`config.mk`:
```
export PLATFORM = sky130hd
export DESIGN_NAME = alu_seq
export DESIGN_NICKNAME = d
export VERILOG_FILES = /design/src/rtl/alu_pkg.sv /design/src/rtl/alu_mul_iter.sv /design/src/rtl/alu_seq.sv
export SDC_FILE = /design/constraint.sdc
export NUM_CORES = 1
export LEC_CHECK = 0
export ABC_AREA = 1
export CAP_MARGIN = 30
export CORE_MARGIN = 5
export CORE_UTILIZATION = 25
export CTS_CLUSTER_SIZE = 20
export DETAILED_ROUTE_END_ITERATION = 8
export DONT_BUFFER_PORTS = 1
export GPL_TIMING_DRIVEN = 0
export PLACE_DENSITY = 0.45
export SYNTH_ARGS = -nofsm -noshare
export SYNTH_HDL_FRONTEND = slang
export SYNTH_SLANG_ARGS = --single-unit
```
`constraint.sdc`:
```
create_clock -name clk -period 2.94 [get_ports clk]
set_input_delay 0.294 -clock clk [delete_from_list [all_inputs] [get_ports clk]]
set_output_delay 0.294 -clock clk [all_outputs]
set_load 0.02 [all_outputs]
```
`src/rtl/alu_pkg.sv`:
```
// Shared opcode, flag-index and FSM-state definitions for the sequential ALU.
package alu_pkg;

  typedef enum logic [3:0] {
    OP_NOP  = 4'd0,
    OP_MOV  = 4'd1,
    OP_CMP  = 4'd2,
    OP_TEST = 4'd3,
    OP_SHL  = 4'd4,
    OP_SHR  = 4'd5,
    OP_ADD  = 4'd6,
    OP_ADC  = 4'd7,
    OP_SUB  = 4'd8,
    OP_SBB  = 4'd9,
    OP_MUL  = 4'd10,
    OP_AND  = 4'd11,
    OP_OR   = 4'd12,
    OP_XOR  = 4'd13,
    OP_NOT  = 4'd14,
    OP_CLRF = 4'd15
  } alu_op_e;

  localparam int FLAG_Z = 7;
  localparam int FLAG_S = 6;
  localparam int FLAG_C = 5;
  localparam int FLAG_V = 4;

  typedef enum logic [1:0] {
    IDLE     = 2'd0,
    EXEC     = 2'd1,
    MUL_BUSY = 2'd2,
    DONE     = 2'd3
  } alu_state_e;

  // Assemble the architectural flags byte; the low nibble is always zero.
  function automatic logic [7:0] pack_flags(input logic z, input logic s,
                                            input logic c, input logic v);
    return {z, s, c, v, 4'b0000};
  endfunction

endpackage

```
`src/rtl/alu_mul_iter.sv`:
```
// Radix-2 shift-add multiplier: one multiplier bit per cycle, WORD_SIZE cycles.
// done pulses for one cycle when product holds the final value.
module alu_mul_iter
  import alu_pkg::*;
#(
  parameter int WORD_SIZE = 8,
  parameter int MUL_CNT_W = $clog2(WORD_SIZE + 1)
) (
  input  logic                   clk,
  input  logic                   rst,
  input  logic                   start,
  input  logic [WORD_SIZE-1:0]   a,
  input  logic [WORD_SIZE-1:0]   b,
  output logic                   busy,
  output logic                   done,
  output logic [2*WORD_SIZE-1:0] product
);

  localparam logic [MUL_CNT_W-1:0] CNT_INIT = WORD_SIZE[MUL_CNT_W-1:0];
  localparam logic [MUL_CNT_W-1:0] CNT_ONE  = {{(MUL_CNT_W-1){1'b0}}, 1'b1};

  logic [2*WORD_SIZE-1:0] acc_q, acc_d;
  logic [2*WORD_SIZE-1:0] mcand_q, mcand_d;
  logic [WORD_SIZE-1:0]   mplier_q, mplier_d;
  logic [MUL_CNT_W-1:0]   cnt_q, cnt_d;
  logic                   busy_q, busy_d;
  logic                   done_q, done_d;

  // Next-state for the iteration: load on start, otherwise add-and-shift while busy.
  always_comb begin
    acc_d    = acc_q;
    mcand_d  = mcand_q;
    mplier_d = mplier_q;
    cnt_d    = cnt_q;
    busy_d   = busy_q;
    done_d   = 1'b0;
    if (start) begin
      acc_d    = {(2*WORD_SIZE){1'b0}};
      mcand_d  = {{WORD_SIZE{1'b0}}, a};
      mplier_d = b;
      cnt_d    = CNT_INIT;
      busy_d   = 1'b1;
    end else if (busy_q) begin
      if (mplier_q[0]) begin
        acc_d = acc_q + mcand_q;
      end else begin
        acc_d = acc_q;
      end
      mcand_d  = mcand_q << 1;
      mplier_d = mplier_q >> 1;
      cnt_d    = cnt_q - CNT_ONE;
      if (cnt_q == CNT_ONE) begin
        busy_d = 1'b0;
        done_d = 1'b1;
      end else begin
        busy_d = 1'b1;
      end
    end else begin
      busy_d = 1'b0;
    end
  end

  // Iteration state registers; reset abandons any product in progress.
  always_ff @(posedge clk) begin
    if (rst) begin
      acc_q    <= {(2*WORD_SIZE){1'b0}};
      mcand_q  <= {(2*WORD_SIZE){1'b0}};
      mplier_q <= {WORD_SIZE{1'b0}};
      cnt_q    <= {MUL_CNT_W{1'b0}};
      busy_q   <= 1'b0;
      done_q   <= 1'b0;
    end else begin
      acc_q    <= acc_d;
      mcand_q  <= mcand_d;
      mplier_q <= mplier_d;
      cnt_q    <= cnt_d;
      busy_q   <= busy_d;
      done_q   <= done_d;
    end
  end

  assign busy    = busy_q;
  assign done    = done_q;
  assign product = acc_q;

endmodule

```
`src/rtl/alu_seq.sv`:
```
// Registered ALU with valid/ready request and response handshakes, an internal
// flags register, and a multi-cycle multiplier for MUL.
module alu_seq
  import alu_pkg::*;
#(
  parameter int WORD_SIZE = 8,
  parameter int MUL_CNT_W = $clog2(WORD_SIZE + 1)
) (
  input  logic                 clk,
  input  logic                 rst,
  input  logic                 in_valid,
  output logic                 in_ready,
  input  logic [3:0]           mode_select,
  input  logic [WORD_SIZE-1:0] input_A,
  input  logic [WORD_SIZE-1:0] input_B,
  output logic                 out_valid,
  input  logic                 out_ready,
  output logic [WORD_SIZE-1:0] output_C,
  output logic [WORD_SIZE-1:0] output_hi,
  output logic [7:0]           flags
);

  localparam logic [WORD_SIZE-1:0] W_VAL = WORD_SIZE[WORD_SIZE-1:0];
  localparam logic [WORD_SIZE-1:0] ZERO  = {WORD_SIZE{1'b0}};

  alu_state_e             state_q, state_d;
  alu_op_e                op_q, op_d;
  logic [WORD_SIZE-1:0]   a_q, a_d, b_q, b_d;
  logic                   cin_q, cin_d;
  logic                   out_valid_q, out_valid_d;
  logic [WORD_SIZE-1:0]   c_q, c_d, hi_q, hi_d;
  logic [7:0]             flags_q, flags_d;

  logic                   accept_s, is_mul_s, mul_start_s;
  logic                   mul_busy_s, mul_done_s;
  logic [2*WORD_SIZE-1:0] mul_prod_s;

  logic [WORD_SIZE:0]     add_s, sub_s;
  logic                   add_v_s, sub_v_s;
  logic [2*WORD_SIZE-1:0] shl_ext_s, shr_ext_s;
  logic                   shift_big_s, shift_zero_s;
  logic [WORD_SIZE-1:0]   res_s, fsrc_s;
  logic                   wr_res_s, upd_zs_s;
  logic                   z_s, s_s, c_s, v_s;

  alu_mul_iter #(
    .WORD_SIZE(WORD_SIZE),
    .MUL_CNT_W(MUL_CNT_W)
  ) u_mul (
    .clk    (clk),
    .rst    (rst),
    .start  (mul_start_s),
    .a      (input_A),
    .b      (input_B),
    .busy   (mul_busy_s),
    .done   (mul_done_s),
    .product(mul_prod_s)
  );

  assign in_ready    = !rst && !mul_busy_s &&
                       ((state_q == IDLE) || ((state_q == DONE) && out_ready));
  assign accept_s    = in_valid && in_ready;
  assign is_mul_s    = (alu_op_e'(mode_select) == OP_MUL);
  assign mul_start_s = accept_s && is_mul_s;

  // Single-cycle datapath evaluated in EXEC on the operands latched at accept.
  always_comb begin
    add_s = {1'b0, a_q} + {1'b0, b_q} + {{WORD_SIZE{1'b0}}, (op_q == OP_ADC) && cin_q};
    sub_s = {1'b0, a_q} - {1'b0, b_q} - {{WORD_SIZE{1'b0}}, (op_q == OP_SBB) && cin_q};
    add_v_s = (a_q[WORD_SIZE-1] == b_q[WORD_SIZE-1]) &&
              (add_s[WORD_SIZE-1] != a_q[WORD_SIZE-1]);
    sub_v_s = (a_q[WORD_SIZE-1] != b_q[WORD_SIZE-1]) &&
              (sub_s[WORD_SIZE-1] != a_q[WORD_SIZE-1]);
    // Carry is the bit just beyond the word after a double-width shift.
    shl_ext_s    = {{WORD_SIZE{1'b0}}, a_q} << b_q;
    shr_ext_s    = {a_q, {WORD_SIZE{1'b0}}} >> b_q;
    shift_big_s  = (b_q > W_VAL);
    shift_zero_s = (b_q == ZERO);

    res_s    = c_q;
    fsrc_s   = c_q;
    wr_res_s = 1'b0;
    upd_zs_s = 1'b0;
    z_s      = flags_q[FLAG_Z];
    s_s      = flags_q[FLAG_S];
    c_s      = flags_q[FLAG_C];
    v_s      = flags_q[FLAG_V];

    case (op_q)
      OP_NOP: begin
        wr_res_s = 1'b0;
      end
      OP_MOV: begin
        res_s    = b_q;
        wr_res_s = 1'b1;
      end
      OP_CMP: begin
        fsrc_s   = sub_s[WORD_SIZE-1:0];
        upd_zs_s = 1'b1;
        c_s      = sub_s[WORD_SIZE];
        v_s      = sub_v_s;
      end
      OP_TEST: begin
        fsrc_s   = a_q & b_q;
        upd_zs_s = 1'b1;
        c_s      = 1'b0;
        v_s      = 1'b0;
      end
      OP_SHL, OP_SHR: begin
        wr_res_s = 1'b1;
        upd_zs_s = 1'b1;
        if (shift_big_s) begin
          res_s = ZERO;
          c_s   = 1'b0;
        end else if (shift_zero_s) begin
          res_s = a_q;
        end else if (op_q == OP_SHL) begin
          res_s = shl_ext_s[WORD_SIZE-1:0];
          c_s   = shl_ext_s[WORD_SIZE];
        end else begin
          res_s = shr_ext_s[2*WORD_SIZE-1:WORD_SIZE];
          c_s   = shr_ext_s[WORD_SIZE-1];
        end
        fsrc_s = res_s;
      end
      OP_ADD, OP_ADC: begin
        res_s    = add_s[WORD_SIZE-1:0];
        fsrc_s   = res_s;
        wr_res_s = 1'b1;
        upd_zs_s = 1'b1;
        c_s      = add_s[WORD_SIZE];
        v_s      = add_v_s;
      end
      OP_SUB, OP_SBB: begin
        res_s    = sub_s[WORD_SIZE-1:0];
        fsrc_s   = res_s;
        wr_res_s = 1'b1;
        upd_zs_s = 1'b1;
        c_s      = sub_s[WORD_SIZE];
        v_s      = sub_v_s;
      end
      OP_AND, OP_OR, OP_XOR: begin
        if (op_q == OP_AND) begin
          res_s = a_q & b_q;
        end else if (op_q == OP_OR) begin
          res_s = a_q | b_q;
        end else begin
          res_s = a_q ^ b_q;
        end
        fsrc_s   = res_s;
        wr_res_s = 1'b1;
        upd_zs_s = 1'b1;
        c_s      = 1'b0;
        v_s      = 1'b0;
      end
      OP_NOT: begin
        res_s    = ~a_q;
        fsrc_s   = res_s;
        wr_res_s = 1'b1;
        upd_zs_s = 1'b1;
      end
      OP_CLRF: begin
        z_s = 1'b0;
        s_s = 1'b0;
        c_s = 1'b0;
        v_s = 1'b0;
      end
      default: begin
        wr_res_s = 1'b0;
      end
    endcase

    if (upd_zs_s) begin
      z_s = (fsrc_s == ZERO);
      s_s = fsrc_s[WORD_SIZE-1];
    end else begin
      z_s = z_s;
    end
  end

  // FSM sequencing, operand capture and result/flags update on out_valid rise.
  always_comb begin
    state_d     = state_q;
    op_d        = op_q;
    a_d         = a_q;
    b_d         = b_q;
    cin_d       = cin_q;
    out_valid_d = out_valid_q;
    c_d         = c_q;
    hi_d        = hi_q;
    flags_d     = flags_q;

    case (state_q)
      IDLE: begin
        if (accept_s) begin
          state_d = is_mul_s ? MUL_BUSY : EXEC;
        end else begin
          state_d = IDLE;
        end
      end
      EXEC: begin
        state_d     = DONE;
        out_valid_d = 1'b1;
        flags_d     = pack_flags(z_s, s_s, c_s, v_s);
        if (wr_res_s) begin
          c_d  = res_s;
          hi_d = ZERO;
        end else begin
          c_d  = c_q;
        end
      end
      MUL_BUSY: begin
        if (mul_done_s) begin
          state_d     = DONE;
          out_valid_d = 1'b1;
          c_d         = mul_prod_s[WORD_SIZE-1:0];
          hi_d        = mul_prod_s[2*WORD_SIZE-1:WORD_SIZE];
          flags_d     = pack_flags(mul_prod_s == {(2*WORD_SIZE){1'b0}},
                                   mul_prod_s[WORD_SIZE-1],
                                   mul_prod_s[2*WORD_SIZE-1:WORD_SIZE] != ZERO,
                                   mul_prod_s[2*WORD_SIZE-1:WORD_SIZE] != ZERO);
        end else begin
          state_d = MUL_BUSY;
        end
      end
      DONE: begin
        if (out_ready) begin
          out_valid_d = 1'b0;
          if (accept_s) begin
            state_d = is_mul_s ? MUL_BUSY : EXEC;
          end else begin
            state_d = IDLE;
          end
        end else begin
          state_d = DONE;
        end
      end
      default: begin
        state_d     = IDLE;
        out_valid_d = 1'b0;
      end
    endcase

    if (accept_s) begin
      op_d  = alu_op_e'(mode_select);
      a_d   = input_A;
      b_d   = input_B;
      cin_d = flags_q[FLAG_C];
    end else begin
      op_d  = op_q;
    end
  end

  // State and output registers with synchronous reset.
  always_ff @(posedge clk) begin
    if (rst) begin
      state_q     <= IDLE;
      op_q        <= OP_NOP;
      a_q         <= ZERO;
      b_q         <= ZERO;
      cin_q       <= 1'b0;
      out_valid_q <= 1'b0;
      c_q         <= ZERO;
      hi_q        <= ZERO;
      flags_q     <= 8'h00;
    end else begin
      state_q     <= state_d;
      op_q        <= op_d;
      a_q         <= a_d;
      b_q         <= b_d;
      cin_q       <= cin_d;
      out_valid_q <= out_valid_d;
      c_q         <= c_d;
      hi_q        <= hi_d;
      flags_q     <= flags_d;
    end
  end

  assign out_valid = out_valid_q;
  assign output_C  = c_q;
  assign output_hi = hi_q;
  assign flags     = flags_q;

endmodule

```
# [Word level (Yosys, flattened, before mapping)]
# Cells that the tools add are included.
[classes] n_reduce_logical=38 addsub=6 n_mux=43 bitwise=5 shifts=2 order_cmp=1 eq_ne=31
[ops] cell="2-to-1 mux 8 bit" n=14
[ops] cell="case mux 8 bit (6 select lines)" n=2
[ops] cell="case mux 8 bit (2 select lines)" n=3
[ops] cell="equality test 4 bit (second input constant)" n=8
[ops] cell="adder 16 bit" n=1
[ops] cell="equality test 4 x 3 -> 1 bit (second input constant)" n=4
[ops] cell="zero test 16 bit" n=1
[ops] cell="zero test 8 bit" n=2
[ops] cell=">> shifter 16 x 8 -> 16 bit" n=1
[ops] cell="2-to-1 mux 1 bit" n=15
[ops] cell="AND reduction 3 bit" n=4
[ops] cell="OR reduction 12 bit" n=1
[ops] cell="OR reduction 11 bit" n=1
[ops] cell="adder 8 x 8 -> 9 bit" n=1
[ops] cell="adder 9 x 1 -> 9 bit" n=1
[ops] cell="logical AND 1 bit" n=9
[ops] cell="OR reduction 3 bit" n=3
[ops] cell="left shift 8 x 8 -> 9 bit" n=1
[ops] cell="subtractor 8 x 8 -> 9 bit" n=1
[ops] cell="subtractor 9 x 1 -> 9 bit" n=1
[ops] cell="AND 8 bit" n=1
[ops] cell="equality test 4 x 1 -> 1 bit (second input constant)" n=2
[ops] cell="equality test 4 x 2 -> 1 bit (second input constant)" n=2
[ops] cell="greater-than comparator 8 x 4 -> 1 bit (second input constant)" n=1
[ops] cell="other kinds (31)" n=46
[totals] reg_bits=94 output_inout_bits=26 input_bits=24 elab_cells=146

# [Longest topological paths before layout]
# Gate-level depths: netlist of run 1.
[logic_depth] word_depth=8 mapped_depth=19

# [Cells and area by module]
# From an unflattened synthesis of run 1, not the netlist that was laid out.
[unflattened] hier_cells=1161 hier_area_um2=7263.2
[modules_own_cells] mod="alu_seq" instances=1 seq_area_each_um2=880.8 cells_per_inst=737 area_per_inst_um2=4448.0
[modules_own_cells] mod="alu_mul_iter" instances=1 seq_area_each_um2=920.9 cells_per_inst=424 area_per_inst_um2=2815.2

# [Least setup slack after synthesis of run 1]
# OpenSTA, ideal clock, no wires.
[synth_path] kind="flip-flop to flip-flop" from="register op_q[1]" to="register flags_q[7] (netlist: flags[7])" synth_period_minus_slack_ns=2.531 n_path_buf=1 required_ns=2.870 stages_incl_launch_ff=20 setup_time_ns=0.070 setup_slack_ns=0.409 arrival_time_ns=2.462 cell_sequence="dfxtp_1 buf_4 nand2_2 inv_1 nand3_1 fa_1 fa_1 inv_1 nand2_1 nand2_1 nor2_1 nor2_1 nand2_1 nor2_1 nand3_1 nor2_1 nand3_1 o21bai_1 nand3_1 a21oi_1"
[synth_between] elab_chain_len=8 elab_cells_between_ends=34 classes_between="2 x add/sub; 14 x eq/ne; 9 x mux; 9 x reduce/logical"
[synth_rtl] item="from (decl)" line="alu_seq.sv:27" rtl="alu_op_e op_q, op_d;"
[synth_rtl] item="from (signal assigned)" line="alu_seq.sv:268" rtl="op_q <= op_d;"
[synth_rtl] item="parallel branches: the longest is 8 deep, another holds subtractor 9 x 1 -> 9 bit"
[synth_rtl] item="to (signal assigned)" line="alu_seq.sv:275" rtl="flags_q <= flags_d;"
[synth_rtl] item="to (decl)" line="alu_seq.sv:32" rtl="logic [7:0] flags_q, flags_d;"
# Parallel ways; which one is timed is not known.
# A chain may end at the register's enable or synchronous reset.

# [Worst setup path in the final report of run 1]
[layout_path] from="register b_q[1]" to="register flags_q[7] (netlist: flags[7])"
[layout_between] elab_chain_len=8 elab_cells_between_ends=20 classes_between="4 x add/sub; 1 x order compare; 2 x shift; 8 x mux; 3 x bitwise; 2 x reduce/logical"
[layout_rtl] item="from (decl)" line="alu_seq.sv:28" rtl="logic [WORD_SIZE-1:0] a_q, a_d, b_q, b_d;"
[layout_rtl] item="from (signal assigned)" line="alu_seq.sv:260" rtl="b_q <= ZERO;"
[layout_rtl] item="from (signal assigned)" line="alu_seq.sv:270" rtl="b_q <= b_d;"
[layout_rtl] item="parallel branches: the longest is 4 deep, another holds subtractor 8 x 8 -> 9 bit"
[layout_rtl] item="case mux 8 bit (6 select lines) *" line="alu_seq.sv:89" rtl="case (op_q)"
[layout_rtl] item="zero test 8 bit *" line="alu_seq.sv:174" rtl="z_s = (fsrc_s == ZERO);"
[layout_rtl] item="2-to-1 mux 1 bit *" line="alu_seq.sv:173" rtl="if (upd_zs_s) begin"
[layout_rtl] item="case mux 8 bit (2 select lines) *" line="alu_seq.sv:193" rtl="case (state_q)"
# Mark *: on every way between the ends.

==> flow_summary.json, run 1 <==
{
  "clkTransAtPathRegs_ps": 70,
  "drv_cap": 0,
  "multi_input_area_sq_um": 4666,
  "syn_area_sq_um": 6975,
  "hold_class": "in -> reg",
  "fin_area_sq_um": 8085,
  "wl_um": 25750,
  "path_max_fanout": 13,
  "ios": 50,
  "cp-end-kind": "flop",
  "viasPerCell": 4.885,
  "critical_path.cell_chain": "clkinvlp_4 > clkbuf_4 > fa_2 > inv_2 > nand3_2 > nand2_1 > nand2_1 > nand3_2 > nand3_2 > nor2_2 > nand4_1 > nor2_1 > nand2_1 > nor2_2 > nand3_2 > a21oi_2",
  "critical_path_class": "reg -> reg",
  "dpl_cell_area_sq_um": 7460,
  "synth_flop_cell": "dfxtp_1",
  "clk_latency_ps": 350,
  "yosysTopAreaCell": "dfxtp_1",
  "hold_start": "input_A[0]",
  "crit_buf_inv": 3,
  "crit_path_max_incr_delay_ps": 460,
  "power_leakage_nw": 3.486,
  "crit_required_ps": 3230,
  "arrival_ps": 3180,
  "cts_buffers": 9,
  "slew_headroom_pct": 51.17,
  "finalClockSkew_ps": 6.670,
  "num_rows": 61,
  "antenna_found_initial": 0,
  "holdPathStages": 2,
  "synth-seq-area-share_pct": 25.83,
  "port_buffers": 0,
  "synthCells": 1072,
  "status": "finished clean",
  "cp_common_cell": "nand3_2",
  "ys_types": 54,
  "routabilityCongestion": 0.9434,
  "die-area_sq_um": 31340,
  "synth_warnings": 0,
  "rr_worst_depth": 16,
  "synth-edff-count": 0,
  "yosys-top-cells-area": "dfxtp_1 26%, nand2_1 12%, ha_1 9.3%",
  "crit_path_start": "b_q[1]",
  "grt_pass1_vias": 6946,
  "slowest_stage": "dfxtp_1",
  "period_share_pct": 98.48,
  "cellPowerDensity_nw_per_um2": 714.9,
  "synth_area_per_cell_sq_um": 6.507,
  "critical_path.top_delay_family": "simple AND/OR/NAND/NOR gates",
  "whs_ps": 87.76,
  "synthArstFlopShare_pct": 0,
  "chipHeight_um": 177.0,
  "start_util_pct": 25.18,
  "wl_per_cell_um": 17.38,
  "drive_above_1_share_pct": 11.68,
  "fmax_mhz": 345.4,
  "pre_cts_slack_ps": -364.9,
  "rsz0062_at_grt": "true",
  "holdPathEnd": "u_mul.mcand_q[0]",
  "setup_violations": 0,
  "core_sq_um": 27710,
  "worst_pin_slew_ps": 732.5,
  "cts_root_buf": "clkbuf_16",
  "nNetsFinal": 1180,
  "drc": 0,
  "min_period_ps": 2895,
  "startpoint_type": "flop",
  "synth_most_common_cell": "nand2_1",
  "fin_util_pct": 29.18,
  "ir_drop_mv": 0.3671,
  "grt_pass1_wl_um": 40140,
  "grt_max_degree": 19,
  "grt.total_usage_pct": 16.41,
  "antenna_left": 0,
  "setup_ws_ps": 44.65,
  "r2r-start": "b_q[1]",
  "vias": 7239,
  "drt_iter0_drc": 479,
  "diodes": 0,
  "die_w_um": 177.0,
  "hold_viol_final": 0,
  "power_mw": 5.780,
  "worstReg2RegEnd": "flags[7]",
  "hold_buffers": 0,
  "post-dp-hpwl_um": 20880,
  "grt_remaining_overflow": 0,
  "synth.top_cell.area_share_pct": 25.83,
  "ys_seq_elements": 90,
  "ff2ff_setup_slack_ps": 40,
  "netlist_top_cells_count": "229 x nand2_1, 111 x inv_1, 108 x nand3_1",
  "fillers": 3115,
  "firstDrtPassIters": 5,
  "regArea_sq_um": 1829,
  "drv_slew": 0,
  "cts.sinks": 90,
  "syn_to_final_growth_pct": 15.91,
  "cts_tree": "yes",
  "clockBufferDepth": 2,
  "h-tree-depth": 3
}
==> cell families (layout without fill, tap and decap cells) <==
family,Yosys count,after routing,synth area share (%)
simple gates,521,521,34.04
compound gates,222,222,17.76
buf+inv,166,195,9.668
flops,90,90,25.83
fa+ha+maj,57,57,10.76
xor+xnor,15,15,1.883
other cells,1,4,0.05376
==> repair_timing <==
action	in CTS	in global routing
setup endpoints to repair	10	10
pin swaps	3	19
gates resized for setup	30	49
setup buffers	1	13
gates cloned	0	0
==> final cells by class <==
class	count	share of cell area [%]
multi-input combinational	819	57.71
clock inverter	5	0.7583
sequential	90	22.62
inverter	123	6.020
buffer	42	2.739
timing repair buffer	14	1.300
clock buffer	11	3.002
tap	378	5.850
==> worst reg2reg max path, delay by kind of cell, from the launching register on <==
kind,cells,cell delay (ps)
buf+inv,3,680
simple gates,11,1150
fa+ha+maj,1,420
compound gates,1,140
flops,1,460
==> worst max-delay path by stage <==
stage               slack (ps)  cells past startpoint  endpoint
finish                      40                     16  flags[7]
global route              -140                     19  flags[7]
CTS                         -2                     19  flags[7]
detailed placement        -360                     16  flags[7]
global placement          -350                     16  flags[7]
floorplan                  410                     19  flags[7]
==> placed cells by master, fill, tap and decap left out, types with 5 or more instances in the layout <==
| cell | instances |
|---|---|
| clkbuf_16 | 9 |
| a21oi_2 | 5 |
| buf_4 | 21 |
| o21ai_1 | 6 |
| xor2_1 | 7 |
| nand2_1 | 229 |
| or2_2 | 5 |
| o21ai_0 | 65 |
| nor4_1 | 5 |
| a31oi_1 | 8 |
| nand4_1 | 34 |
| nor2_4 | 7 |
| xnor2_1 | 8 |
| nand3_1 | 101 |
| dfxtp_4 | 6 |
| inv_4 | 6 |
| a21oi_1 | 95 |
| nand3_2 | 6 |
| o2111ai_1 | 5 |
| inv_1 | 107 |
| nor2_1 | 86 |
| buf_2 | 9 |
| nor3_1 | 12 |
| inv_2 | 5 |
| o211ai_1 | 16 |
| dfxtp_1 | 80 |
| nor2_2 | 10 |
| nand3b_1 | 7 |
| clkbuf_1 | 21 |
| ha_1 | 47 |
==> registers in the layout, summed over array words and instances, names as in the netlist, 4 cells and up <==
| register | cells |
|---|---|
| a_q | 8 |
| b_q | 8 |
| flags | 4 |
| op_q | 4 |
| output_C | 8 |
| output_hi | 8 |
| u_mul.cnt_q | 4 |
| u_mul.mcand_q | 16 |
| u_mul.mplier_q | 8 |
| u_mul.product | 16 |
==> stage by stage <==
| stage | TNS (ps) | cells |
|---|---|---|
| 2_1_floorplan | 0 | 1075 |
| 3_3_place_gp | -1874 | 1453 |
| 3_5_place_dp | -1805 | 1453 |
| 4_1_cts | -2.447 | 1469 |
| 5_1_grt | -363.6 | 1482 |
| 6_report | 0 | 1482 |
==> power by group <==
part | leakage, nW | total (mW) | switching, mW | internal, mW
Clock | 0.150 | 1.21 | 0.524 | 0.688
Combinational | 2.60 | 2.89 | 1.90 | 0.987
Sequential | 0.736 | 1.68 | 0.312 | 1.37
Total | 3.49 | 5.78 | 2.73 | 3.05
==> metal layers <==
layer	wire length, um	GRT usage, %	share of wire [%]
met2	11930	26.77	46
met1	11920	22.01	46
met3	1158	2.478	4.5
met4	748	5.964	2.9
met5	0	0	0
(Power assumes the default switching activity.)
==> inputs of run 2 (changes only) <==
--- a/config.mk
+++ b/config.mk
@@ -7,7 +7,6 @@
 export LEC_CHECK = 0
 export ABC_AREA = 1
 export CAP_MARGIN = 30
-export CORE_MARGIN = 5
 export CORE_UTILIZATION = 25
 export CTS_CLUSTER_SIZE = 20
 export DETAILED_ROUTE_END_ITERATION = 8
==> constraint.sdc (replaced) <==
create_clock -name clk -period 3.56 [get_ports clk]
set_input_delay 0.356 -clock clk [delete_from_list [all_inputs] [get_ports clk]]
set_output_delay 0.356 -clock clk [all_outputs]
set_load 0.02 [all_outputs]
==> run 2 against run 1 <==
  * Total power is 21% lower
  * Setup slack improved by 270 ps
  * Global-route usage grew 1.5 points
  * Core utilization shrank 0.62 points
  * Clock power decreased by 17%
  * Critical path type unchanged
  * Highest routed layer unchanged
==> flow_summary.json, run 2 (same netlist as run 1, synthesis figures left out) <==
{
  "mostFrequentLayoutCells": "229 x nand2_1, 111 x inv_1, 108 x nand3_1",
  "ios": 50,
  "r2r-start": "b_q[4]",
  "cp_common_cell": "nand2_1",
  "chipHeight_um": 169.0,
  "grt_pass1_vias": 6739,
  "critical_path.cell_chain": "clkbuf_1 > inv_1 > ha_1 > ha_1 > nand2_1 > nor3_1 > o21ai_0 > nand2_1 > nand2_1 > nand3_1 > nand4_1 > nor2_1 > nand2_1 > nor2_1 > nand3_1 > a21oi_1",
  "num_rows": 60,
  "rr_worst_depth": 16,
  "drt_iter0_drc": 558,
  "core_sq_um": 27180,
  "grt.total_usage_pct": 17.89,
  "firstDrtPassIters": 5,
  "crit_required_ps": 3840,
  "slew_headroom_pct": 39.67,
  "worstReg2RegEnd": "flags[7]",
  "clk_latency_ps": 360,
  "grt_pass1_wl_um": 39040,
  "fin_area_sq_um": 7762,
  "status": "finished clean",
  "crit_buf_inv": 2,
  "arrival_ps": 3530,
  "clockBufferDepth": 2,
  "cts_setup_buffers": 0,
  "finalClockSkew_ps": 8.378,
  "post-dp-hpwl_um": 20260,
  "critical_path.top_delay_family": "simple AND/OR/NAND/NOR gates",
  "ir_drop_mv": 0.2389,
  "ff2ff_setup_slack_ps": 310,
  "power_leakage_nw": 3.386,
  "slowest_stage": "ha_1",
  "port_buffers": 0,
  "drv_slew": 0,
  "fmax_mhz": 308.0,
  "startpoint_type": "flop",
  "clkTransAtPathRegs_ps": 70,
  "cellPowerDensity_nw_per_um2": 590.6,
  "holdPathEnd": "u_mul.mcand_q[0]",
  "grt_max_degree": 17,
  "cts_resized": 0,
  "antenna_left": 0,
  "antenna_found_initial": 0,
  "rsz0062_at_grt": "false",
  "cts_root_buf": "clkbuf_16",
  "worst_pin_slew_ps": 904.9,
  "drive_above_1_share_pct": 6.599,
  "vias": 7198,
  "hold_class": "in -> reg",
  "holdPathStages": 2,
  "hold_viol_final": 0,
  "cts_tree": "yes",
  "drv_cap": 0,
  "hold_start": "input_A[0]",
  "syn_to_final_growth_pct": 11.28,
  "setup_violations": 0,
  "nNetsFinal": 1167,
  "crit_path_max_incr_delay_ps": 440,
  "wl_um": 25020,
  "layout.cells.non_filler": 1463,
  "placed_cells": 1447,
  "setup_tns_ps": 0,
  "diodes": 0,
  "die-area_sq_um": 28570,
  "min_period_ps": 3247,
  "period_share_pct": 91.20,
  "die_w_um": 169.0,
  "viasPerCell": 4.920,
  "fillers": 3116,
  "cts_buffers": 9,
  "path_max_fanout": 8,
  "drc": 0,
  "fin_util_pct": 28.56,
  "h-tree-depth": 3,
  "hold_buffers": 0,
  "layout_commonest_cell": "nand2_1",
  "wl_per_cell_um": 17.10,
  "grt_remaining_overflow": 0,
  "critical_path_class": "reg -> reg",
  "cts.sinks": 90,
  "dpl_cell_area_sq_um": 7452,
  "start_util_pct": 25.67,
  "cp-end-kind": "flop",
  "routabilityCongestion": 0.9274
}
run 2: layer usage:
layer	track usage (%)	share of wire, %	up-vias
li1	-	-	3644
met1	24.35	49	3382
met2	29.54	46	148
met3	2.268	3.5	24
met4	5.014	1.7	0
met5	0	0	-
run 2: final cells by class:
class | count | area [sq um] | share of cell area (%)
multi-input combinational | 819 | 4511 | 58.11
clock buffer | 10 | 239.0 | 3.079
clock inverter | 6 | 71.32 | 0.9188
buffer | 43 | 209.0 | 2.692
tap | 372 | 465.4 | 5.996
inverter | 123 | 465.4 | 5.996
sequential | 90 | 1802 | 23.21
run 2: worst max-delay path by stage:
stage            start       end  slack [ps]  depth (start not counted)
6_report        b_q[4]  flags[7]         310                         16
5_1_grt         b_q[4]  flags[7]          60                         16
4_1_cts         b_q[4]  flags[7]         340                         15
3_5_place_dp    b_q[4]  flags[7]         370                         15
3_3_place_gp    b_q[4]  flags[7]         410                         15
2_1_floorplan  op_q[1]  flags[7]        1030                         19
run 2: metrics by stage:
| step | total power, mW | worst slack [ps] | hold WS, ps |
|---|---|---|---|
| 3_3_place_gp | 3.592 | 410.7 | 453.4 |
| 2_1_floorplan | 2.935 | 1029 | 440.3 |
| 3_5_place_dp | 3.583 | 373.8 | 460.9 |
| 4_1_cts | 4.609 | 338.8 | 127.4 |
| 6_report | 4.585 | 313.3 | 144.3 |
| 5_1_grt | 4.923 | 60.98 | 144.8 |
run 2: power by group:
part           internal (mW)  switching [mW]
logic                  0.720            1.49
clock network          0.570           0.439
registers               1.12           0.240
total                   2.41            2.17
==> inputs of run 3 (changes only) <==
==> constraint.sdc (replaced) <==
create_clock -name clk -period 3.56 [get_ports clk]
set_input_delay 0.178 -clock clk [delete_from_list [all_inputs] [get_ports clk]]
set_output_delay 0.178 -clock clk [all_outputs]
set_load 0.02 [all_outputs]
==> run 3 against run 2 <==
  * Global-route usage hardly changed
  * Hold slack worse by 120 ps
  * Non-clock buffer count is 5 higher
  * Clock power hardly changed
  * Highest routed layer unchanged
  * Maximum frequency hardly changed
  * Flip-flop and latch count stayed put
  * Sequential power hardly changed
  * Clock-buffer cell count stayed put
  * First-iteration DRC count is 12% lower
  * Clock skew hardly changed
==> flow_summary.json, run 3 (same netlist as run 1, synthesis figures left out) <==
{
  "ff2ff_setup_slack_ps": 310,
  "holdPathEnd": "out_valid",
  "hold_class": "in -> reg",
  "num_rows": 60,
  "ir_drop_mv": 0.2356,
  "clk_latency_ps": 350,
  "setup_violations": 0,
  "wl_um": 25020,
  "port_buffers": 0,
  "nNetsFinal": 1172,
  "holdPathStages": 3,
  "cts_tree": "yes",
  "drt_iter0_drc": 493,
  "drv_cap": 0,
  "drc": 0,
  "cts_resized": 0,
  "cp-end-kind": "flop",
  "fin_util_pct": 28.75,
  "worst_pin_slew_ps": 936.4,
  "drive_above_1_share_pct": 6.569,
  "routabilityCongestion": 0.9274,
  "grt_pass1_vias": 6778,
  "slew_headroom_pct": 37.57,
  "r2r-start": "b_q[4]",
  "period_share_pct": 91.22,
  "die_w_um": 169.0,
  "cts.sinks": 90,
  "antenna_found_initial": 0,
  "status": "finished clean",
  "start_util_pct": 25.67,
  "hold_viol_final": 0,
  "min_period_ps": 3248,
  "grt_remaining_overflow": 0,
  "mostFrequentLayoutCells": "229 x nand2_1, 111 x inv_1, 108 x nand3_1",
  "clkTransAtPathRegs_ps": 70,
  "startpoint_type": "flop",
  "clockBufferDepth": 2,
  "vias": 7192,
  "firstDrtPassIters": 5,
  "drv_slew": 0,
  "post-dp-hpwl_um": 20260,
  "hold_buffers": 5,
  "cellPowerDensity_nw_per_um2": 587.6,
  "viasPerCell": 4.899,
  "antenna_left": 0,
  "grt_pass1_wl_um": 39120,
  "cts_setup_buffers": 0,
  "critical_path_class": "reg -> reg",
  "grt.total_usage_pct": 17.92,
  "path_max_fanout": 8,
  "power_leakage_nw": 3.407,
  "grt_max_degree": 17,
  "crit_required_ps": 3840,
  "layout_commonest_cell": "nand2_1",
  "chipHeight_um": 169.0,
  "cts_buffers": 9,
  "hold_start": "out_ready",
  "ios": 50,
  "die-area_sq_um": 28570,
  "rr_worst_depth": 16,
  "cts_root_buf": "clkbuf_16",
  "h-tree-depth": 3,
  "setup_tns_ps": 0,
  "syn_to_final_growth_pct": 12.00,
  "rsz0062_at_grt": "false",
  "wl_per_cell_um": 17.04,
  "power_mw": 4.591,
  "core_sq_um": 27180,
  "arrival_ps": 3530,
  "fmax_mhz": 307.9,
  "worstReg2RegEnd": "flags[7]",
  "finalClockSkew_ps": 8.117,
  "diodes": 0
}
run 3: critical path: stages, from the launching register on:
cell and delay [ps]:
dfxtp_1 360, clkbuf_1 360, inv_1 190, ha_1 440, ha_1 430, nand2_1 100
nor3_1 120, o21ai_0 180, nand2_1 100, nand2_1 70, nand3_1 90, nand4_1 140
nor2_1 120, nand2_1 50, nor2_1 120, nand3_1 130, a21oi_1 160
run 3: final cells by class:
| class | instances | area [sq um] |
|---|---|---|
| fillers | 3113 | 19360 |
| multi-input cells | 819 | 4511 |
| flip-flops and latches | 90 | 1802 |
| inverters | 123 | 465.4 |
| well taps | 372 | 465.4 |
| clock buffers | 10 | 239.0 |
| plain buffers | 43 | 209.0 |
| clock inverters | 6 | 71.32 |
| repair buffers | 5 | 50.05 |
run 3: worst max-delay path by stage:
| stage | startpoint | end | slack [ps] | cells past startpoint |
|---|---|---|---|---|
| after detailed placement | b_q[4] | flags[7] | 370 | 15 |
| final | b_q[4] | flags[7] | 310 | 16 |
| after global routing | b_q[4] | flags[7] | 60 | 16 |
| after global placement | b_q[4] | flags[7] | 410 | 15 |
| after floorplan | op_q[1] | flags[7] | 1030 | 19 |
| after CTS | b_q[4] | flags[7] | 340 | 15 |
run 3: through the flow:
step	setup WS (ps)	hold slack, ps	std cells	area [sq um]
floorplan	1029	325.4	1075	6987
global placement	410.7	330.0	1447	7452
detailed placement	373.8	334.0	1447	7452
CTS	338.8	0.9199	1468	7812
global route	60.98	17.52	1468	7812
finish	312.4	19.86	1468	7812
run 3: routing by layer:
metal | vias up | GRT usage, % | wire length (um)
met5 | - | 0 | 0
met4 | 0 | 5.210 | 443
met3 | 26 | 2.151 | 841
met2 | 141 | 29.55 | 11470
met1 | 3373 | 24.44 | 12270
li1 | 3652 | - | -
run 3: report_power, final:
| part | internal (mW) | leakage, nW | switching (mW) |
|---|---|---|---|
| clock network | 0.570 | 0.146 | 0.433 |
| registers | 1.12 | 0.730 | 0.240 |
| logic | 0.724 | 2.53 | 1.50 |
